File: config.mk
export PLATFORM = sky130hd
export DESIGN_NAME = mem_stage_ctrl
export DESIGN_NICKNAME = d
export VERILOG_FILES = /design/src/rtl/mem_stage_ctrl.sv
export SDC_FILE = /design/constraint.sdc
export NUM_CORES = 1
export LEC_CHECK = 0
export CAP_MARGIN = 15
export CORE_ASPECT_RATIO = 0.7
export CORE_MARGIN = 10
export CORE_UTILIZATION = 50
export DETAILED_ROUTE_END_ITERATION = 8
export MAX_ROUTING_LAYER = met4
export PLACE_DENSITY_LB_ADDON = 0.15
export SKIP_CTS_REPAIR_TIMING = 1
export SLEW_MARGIN = 20
export SYNTH_ARGS = -nofsm -noshare
export SYNTH_HDL_FRONTEND = slang
export SYNTH_SLANG_ARGS = --single-unit
export TNS_END_PERCENT = 100
File: constraint.sdc
create_clock -name clk -period 5 [get_ports clk]
set_clock_uncertainty 0.05 [all_clocks]
set_input_delay 1 -clock clk [delete_from_list [all_inputs] [get_ports clk]]
set_output_delay 1 -clock clk [all_outputs]
set_load 0.02 [all_outputs]
File: src/rtl/mem_stage_ctrl.sv
// Memory stage controller: issues aligned loads/stores, formats load data,
// and retires ALU/branch/misaligned ops straight into the M/W register.
module mem_stage_ctrl #(
  parameter int WORD_SIZE       = 32,
  parameter int INSTR_TYPE_SZ   = 2,
  parameter int ROB_ENTRY_WIDTH = 3
) (
  input  logic                       clk,
  input  logic                       reset,
  input  logic                       in_valid,
  input  logic [INSTR_TYPE_SZ-1:0]   in_type,
  input  logic [WORD_SIZE-1:0]       in_pc,
  input  logic [WORD_SIZE-1:0]       in_alu_result,
  input  logic [WORD_SIZE-1:0]       in_s2,
  input  logic [2:0]                 in_funct3,
  input  logic [ROB_ENTRY_WIDTH-1:0] in_rob_id,
  output logic                       stall,
  output logic                       mem_req,
  output logic                       mem_we,
  output logic [WORD_SIZE-1:0]       mem_addr,
  output logic [WORD_SIZE-1:0]       mem_wdata,
  output logic [3:0]                 mem_wstrb,
  input  logic                       mem_ack,
  input  logic [WORD_SIZE-1:0]       mem_rdata,
  input  logic                       out_stall,
  output logic                       out_valid,
  output logic [INSTR_TYPE_SZ-1:0]   out_type,
  output logic [WORD_SIZE-1:0]       out_pc,
  output logic [WORD_SIZE-1:0]       out_result,
  output logic [ROB_ENTRY_WIDTH-1:0] out_rob_id,
  output logic                       out_misaligned
);

  localparam logic [0:0] IDLE = 1'b0;
  localparam logic [0:0] BUSY = 1'b1;

  localparam logic [INSTR_TYPE_SZ-1:0] TY_LOAD =
    INSTR_TYPE_SZ'(1);
  localparam logic [INSTR_TYPE_SZ-1:0] TY_STORE =
    INSTR_TYPE_SZ'(2);

  logic [0:0]                 state_q, state_d;
  logic                       mem_req_q, mem_req_d;
  logic                       mem_we_q, mem_we_d;
  logic [WORD_SIZE-1:0]       mem_addr_q, mem_addr_d;
  logic [WORD_SIZE-1:0]       mem_wdata_q, mem_wdata_d;
  logic [3:0]                 mem_wstrb_q, mem_wstrb_d;

  logic                       out_valid_q, out_valid_d;
  logic [INSTR_TYPE_SZ-1:0]   out_type_q, out_type_d;
  logic [WORD_SIZE-1:0]       out_pc_q, out_pc_d;
  logic [WORD_SIZE-1:0]       out_result_q, out_result_d;
  logic [ROB_ENTRY_WIDTH-1:0] out_rob_q, out_rob_d;
  logic                       out_mis_q, out_mis_d;

  // Context of the in-flight access, used to format the ack data.
  logic [2:0]                 req_f3_q, req_f3_d;
  logic [1:0]                 req_off_q, req_off_d;
  logic [INSTR_TYPE_SZ-1:0]   req_type_q, req_type_d;
  logic [WORD_SIZE-1:0]       req_pc_q, req_pc_d;
  logic [ROB_ENTRY_WIDTH-1:0] req_rob_q, req_rob_d;

  logic                       is_ld, is_st, is_mem;
  logic                       mis, mis_acc, load_en, issue;
  logic [1:0]                 off;
  logic [3:0]                 st_wstrb;
  logic [WORD_SIZE-1:0]       st_wdata;
  logic [WORD_SIZE-1:0]       sh_b, sh_h, ld_res;
  logic                       stall_c;

  assign off     = in_alu_result[1:0];
  assign is_ld   = in_type == TY_LOAD;
  assign is_st   = in_type == TY_STORE;
  assign is_mem  = is_ld || is_st;
  assign load_en = !(out_valid_q && out_stall);

  always_comb begin
    mis = 1'b0;
    unique case (1'b1)
      in_funct3[1:0] == 2'b00: mis = 1'b0;
      in_funct3[1:0] == 2'b01: mis = off[0];
      default:                 mis = |off;
    endcase
  end

  assign mis_acc = is_mem && mis;
  assign issue   = (state_q == IDLE) && in_valid
                && is_mem && !mis && load_en;

  always_comb begin
    st_wstrb = 4'b1111;
    st_wdata = in_s2;
    unique case (1'b1)
      in_funct3[1:0] == 2'b00: begin
        st_wstrb = 4'b0001 << off;
        st_wdata = {(WORD_SIZE/8){in_s2[7:0]}};
      end
      in_funct3[1:0] == 2'b01: begin
        st_wstrb = 4'b0011 << off;
        st_wdata = {(WORD_SIZE/16){in_s2[15:0]}};
      end
      default: begin
        st_wstrb = 4'b1111;
        st_wdata = in_s2;
      end
    endcase
  end

  assign sh_b = mem_rdata >> {req_off_q, 3'b000};
  assign sh_h = mem_rdata >> {req_off_q[1], 4'b0000};

  always_comb begin
    ld_res = mem_rdata;
    unique case (1'b1)
      req_f3_q[1:0] == 2'b00:
        ld_res = req_f3_q[2]
          ? {{(WORD_SIZE-8){1'b0}}, sh_b[7:0]}
          : {{(WORD_SIZE-8){sh_b[7]}}, sh_b[7:0]};
      req_f3_q[1:0] == 2'b01:
        ld_res = req_f3_q[2]
          ? {{(WORD_SIZE-16){1'b0}}, sh_h[15:0]}
          : {{(WORD_SIZE-16){sh_h[15]}}, sh_h[15:0]};
      default: ld_res = mem_rdata;
    endcase
  end

  always_comb begin
    stall_c = 1'b0;
    if (state_q == BUSY)
      stall_c = !mem_ack;
    else if (in_valid)
      stall_c = !load_en || (is_mem && !mis);
  end

  always_comb begin
    state_d      = state_q;
    mem_req_d    = mem_req_q;
    mem_we_d     = mem_we_q;
    mem_addr_d   = mem_addr_q;
    mem_wdata_d  = mem_wdata_q;
    mem_wstrb_d  = mem_wstrb_q;
    out_valid_d  = out_valid_q;
    out_type_d   = out_type_q;
    out_pc_d     = out_pc_q;
    out_result_d = out_result_q;
    out_rob_d    = out_rob_q;
    out_mis_d    = out_mis_q;
    req_f3_d     = req_f3_q;
    req_off_d    = req_off_q;
    req_type_d   = req_type_q;
    req_pc_d     = req_pc_q;
    req_rob_d    = req_rob_q;
    if (state_q == IDLE) begin
      if (load_en) begin
        out_valid_d = 1'b0;
        out_mis_d   = 1'b0;
        if (in_valid) begin
          unique case (1'b1)
            !is_mem: begin
              out_valid_d  = 1'b1;
              out_type_d   = in_type;
              out_pc_d     = in_pc;
              out_result_d = in_alu_result;
              out_rob_d    = in_rob_id;
            end
            mis_acc: begin
              out_valid_d  = 1'b1;
              out_type_d   = in_type;
              out_pc_d     = in_pc;
              out_result_d = in_alu_result;
              out_rob_d    = in_rob_id;
              out_mis_d    = 1'b1;
            end
            default: begin
              state_d     = BUSY;
              mem_req_d   = 1'b1;
              mem_we_d    = is_st;
              mem_addr_d  = {in_alu_result[WORD_SIZE-1:2], 2'b00};
              mem_wdata_d = st_wdata;
              mem_wstrb_d = is_st ? st_wstrb : 4'b0000;
              req_f3_d    = in_funct3;
              req_off_d   = off;
              req_type_d  = in_type;
              req_pc_d    = in_pc;
              req_rob_d   = in_rob_id;
            end
          endcase
        end
      end
    end else if (mem_ack) begin
      state_d      = IDLE;
      mem_req_d    = 1'b0;
      mem_we_d     = 1'b0;
      mem_wstrb_d  = 4'b0000;
      out_valid_d  = 1'b1;
      out_type_d   = req_type_q;
      out_pc_d     = req_pc_q;
      out_rob_d    = req_rob_q;
      out_mis_d    = 1'b0;
      out_result_d = (req_type_q == TY_STORE) ? '0 : ld_res;
    end else if (load_en) begin
      out_valid_d = 1'b0;
    end
  end

  always_ff @(posedge clk) begin
    if (reset) begin
      state_q      <= IDLE;
      mem_req_q    <= 1'b0;
      mem_we_q     <= 1'b0;
      mem_addr_q   <= '0;
      mem_wdata_q  <= '0;
      mem_wstrb_q  <= 4'b0000;
      out_valid_q  <= 1'b0;
      out_type_q   <= '0;
      out_pc_q     <= '0;
      out_result_q <= '0;
      out_rob_q    <= '0;
      out_mis_q    <= 1'b0;
      req_f3_q     <= '0;
      req_off_q    <= '0;
      req_type_q   <= '0;
      req_pc_q     <= '0;
      req_rob_q    <= '0;
    end else begin
      state_q      <= state_d;
      mem_req_q    <= mem_req_d;
      mem_we_q     <= mem_we_d;
      mem_addr_q   <= mem_addr_d;
      mem_wdata_q  <= mem_wdata_d;
      mem_wstrb_q  <= mem_wstrb_d;
      out_valid_q  <= out_valid_d;
      out_type_q   <= out_type_d;
      out_pc_q     <= out_pc_d;
      out_result_q <= out_result_d;
      out_rob_q    <= out_rob_d;
      out_mis_q    <= out_mis_d;
      req_f3_q     <= req_f3_d;
      req_off_q    <= req_off_d;
      req_type_q   <= req_type_d;
      req_pc_q     <= req_pc_d;
      req_rob_q    <= req_rob_d;
    end
  end

  assign stall          = stall_c;
  assign mem_req        = mem_req_q;
  assign mem_we         = mem_we_q;
  assign mem_addr       = mem_addr_q;
  assign mem_wdata      = mem_wdata_q;
  assign mem_wstrb      = mem_wstrb_q;
  assign out_valid      = out_valid_q;
  assign out_type       = out_type_q;
  assign out_pc         = out_pc_q;
  assign out_result     = out_result_q;
  assign out_rob_id     = out_rob_q;
  assign out_misaligned = out_mis_q;

endmodule
==> flow_summary.yaml <==
synthesis:
  synth-seq-cells: 182
  synthesis.area_sq_mm: 0.00840
  synth_ff_type: "dfxtp_1"
  synth.yosys.seq_area_share_pct: 43.4
  ys_types: 48
  ys_async_sr_fraction_pct: 0
  synth.avg_cell_area_sq_um: 8.59
  synth.yosys.warnings: 0
  syn-instance-count: 978
  synth_edf_count: 0
floorplanning:
  dieHeight_um: 128
  io_pins: 283
  coreArea_sq_mm: 0.0164
  initial_core_util_pct: 51.2
  rows: 39
  dieArea_sq_mm: 0.0225
  die_w_um: 175
setup_path:
  rr_worst_depth: 4
  end_kind: "primary output"
  worst-path-max-fanout: 4
  cp.arrival_ps: 3050
  crit_type: "input pin to primary output"
  crit_required_ps: 3950
  crit_path_start_kind: "input pin"
cts:
  clk_pin_slew_ps: 60
  clk_latency_ps: 430
  cts_root_buffer: "clkbuf_16"
  cts_sinks: 182
  cts_buffers: 17
  cts_tree: "built"
  htreeDepth: 4
  cts.path.max_buffers: 2
status:
  outcome: "finished, final reports clean"
sta:
  hold_viol_final: 0
  post-route-period-util_pct: 82.1
  period_needed_ps: 4100
  setup_viol: 0
  rsz0062_at_grt: "no"
  fmax_ghz: 0.244
  worst_slew_pin_slew_ps: 1120
  max_slew_margin_pct: 25.2
  fin_setup_tns_ps: 0
  final_max_slew_viol_count: 0
placement:
  hpwlAfterDp_mm: 19.8
  port_buffers: 280
  gp_congestion: 0.884
global_route:
  antenna_found_initial: 0
  overflow: 0
  grt_max_degree: 126
  grt_pass1_wl_mm: 44.2
  grt_pass1_vias: 7816
  grt_use_total_pct: 25.1
cells_and_area:
  layout_commonest_cell: "clkdlybuf4s50_1"
  drive_above_1_share_pct: 9.70
  final_cell_mix: "clkdlybuf4s50_1, nand2_1, dfxtp_1"
  diodes: 0
  finish.net_count: 1335
  syn_to_final_growth_pct: 39.3
power_and_ir_drop:
  leakage_nw: 3.89
  ir_drop_uv: 194
  power_density_mw_per_mm2: 329
  fin_total_pwr_mw: 3.84
route:
  post_drt_wl_per_cell_um: 20.1
  drcViolationCount: 0
  num_vias: 8112
  dr.pass1.iters: 7
  viasPerCell: 5.67
  ant_nets: 0
  detail_route.wirelength_mm: 28.7
  drt_iter0_drc: 885
run:
  maxCapViolCount: 0
worst_hold_path:
  hp-class: "flip-flop to flip-flop"
  whs_path_depth: 2
-- flip-flops by register name, summed over array words and instances (netlist names), 3 cells and up --
| name | count |
|---|---|
| mem_addr | 30 |
| mem_wdata | 32 |
| mem_wstrb | 4 |
| out_pc | 32 |
| out_result | 32 |
| out_rob_id | 3 |
| req_f3_q | 3 |
| req_pc_q | 32 |
| req_rob_q | 3 |
-- path summary, 6_finish.rpt --
check / from / endpoint / slack [ps]
setup / recovery: in_type[0] / stall / 900
setup reg to reg: req_off_q[1] / out_result[19] / 2330
hold / removal: mem_addr[7] / mem_addr[7] / 400
hold reg to reg: mem_addr[7] / mem_addr[7] / 400
-- cell families (layout without fill, tap and decap cells) --
group                    after synthesis  after routing  synth area share [%]
AND/OR/NAND/NOR                      380            380                  19.9
other                                  1              2                0.0446
buffers and inverters                100            327                  6.14
AO/OA/AOI/OAI                        244            244                  22.0
adder cells (fa/ha/maj)                1              1                 0.149
multiplexers                          70             70                  8.34
flip-flops                           182            182                  43.4
-- cells in the mapped netlist, types with 2 or more instances --
master / n / area [sq um]
a211oi_1: 8 / 60.1
and2_1: 2 / 12.5
a222oi_1: 8 / 80.1
a21oi_1: 96 / 480
nand2_1: 241 / 905
nor3_1: 50 / 250
nor2b_1: 2 / 12.5
inv_1: 2 / 7.51
nor3b_2: 2 / 25.0
clkbuf_1: 47 / 176
nand3_1: 37 / 185
a311oi_1: 11 / 96.3
o211ai_1: 5 / 37.5
buf_6: 8 / 90.1
nor3_2: 10 / 100
a211oi_2: 45 / 563
mux2i_1: 70 / 701
nor2_1: 23 / 86.3
a311oi_2: 5 / 75.1
buf_1: 2 / 7.51
o21ai_0: 41 / 205
buf_2: 27 / 135
nand2b_1: 4 / 25.0
buf_4: 12 / 90.1
a41oi_1: 16 / 140
dfxtp_1: 182 / 3640
-- critical path, cell delays in order --
cell,delay (ps)
clkdlybuf4s50_1,510
inv_1,60
ha_1,380
o31ai_1,260
nand2_1,80
nand2_1,100
clkdlybuf4s50_1,660
-- per-stage QoR --
stage	cell area, sq um	setup slack (ps)	utilization (%)	instances	hold slack [ps]
final	11700	896	71.4	1431	402
after global routing	11700	754	71.4	1431	421
after floorplan	8400	2100	-	979	386
after detailed placement	11100	914	67.7	1399	396
after CTS	11700	899	71.4	1431	406
after global placement	11100	939	67.7	1399	391
-- power breakdown --
group | switching (mW) | internal [mW] | total (mW)
Sequential | 0.0592 | 1.55 | 1.61
Combinational | 0.462 | 0.392 | 0.854
Clock | 0.627 | 0.755 | 1.38
-- routing by layer --
metal / vias to the layer above / global-route usage [%] / wire length [um]
li1: 3888 / - / -
met1: 3892 / 32.5 / 12800
met2: 308 / 38.3 / 13200
met3: 24 / 8.01 / 2450
met4: 0 / 4.57 / 297
met5: - / - / 0
-- area by class of cell --
class	instances	area, sq um
Clock buffer	19	433
Clock inverter	13	160
Fill cell	1346	4700
Inverter	3	11.3
Multi-Input combinational cell	697	4250
Sequential cell	182	3640
Tap cell	225	282
Timing Repair Buffer	292	2920
Power figures use the tool's default switching activity.
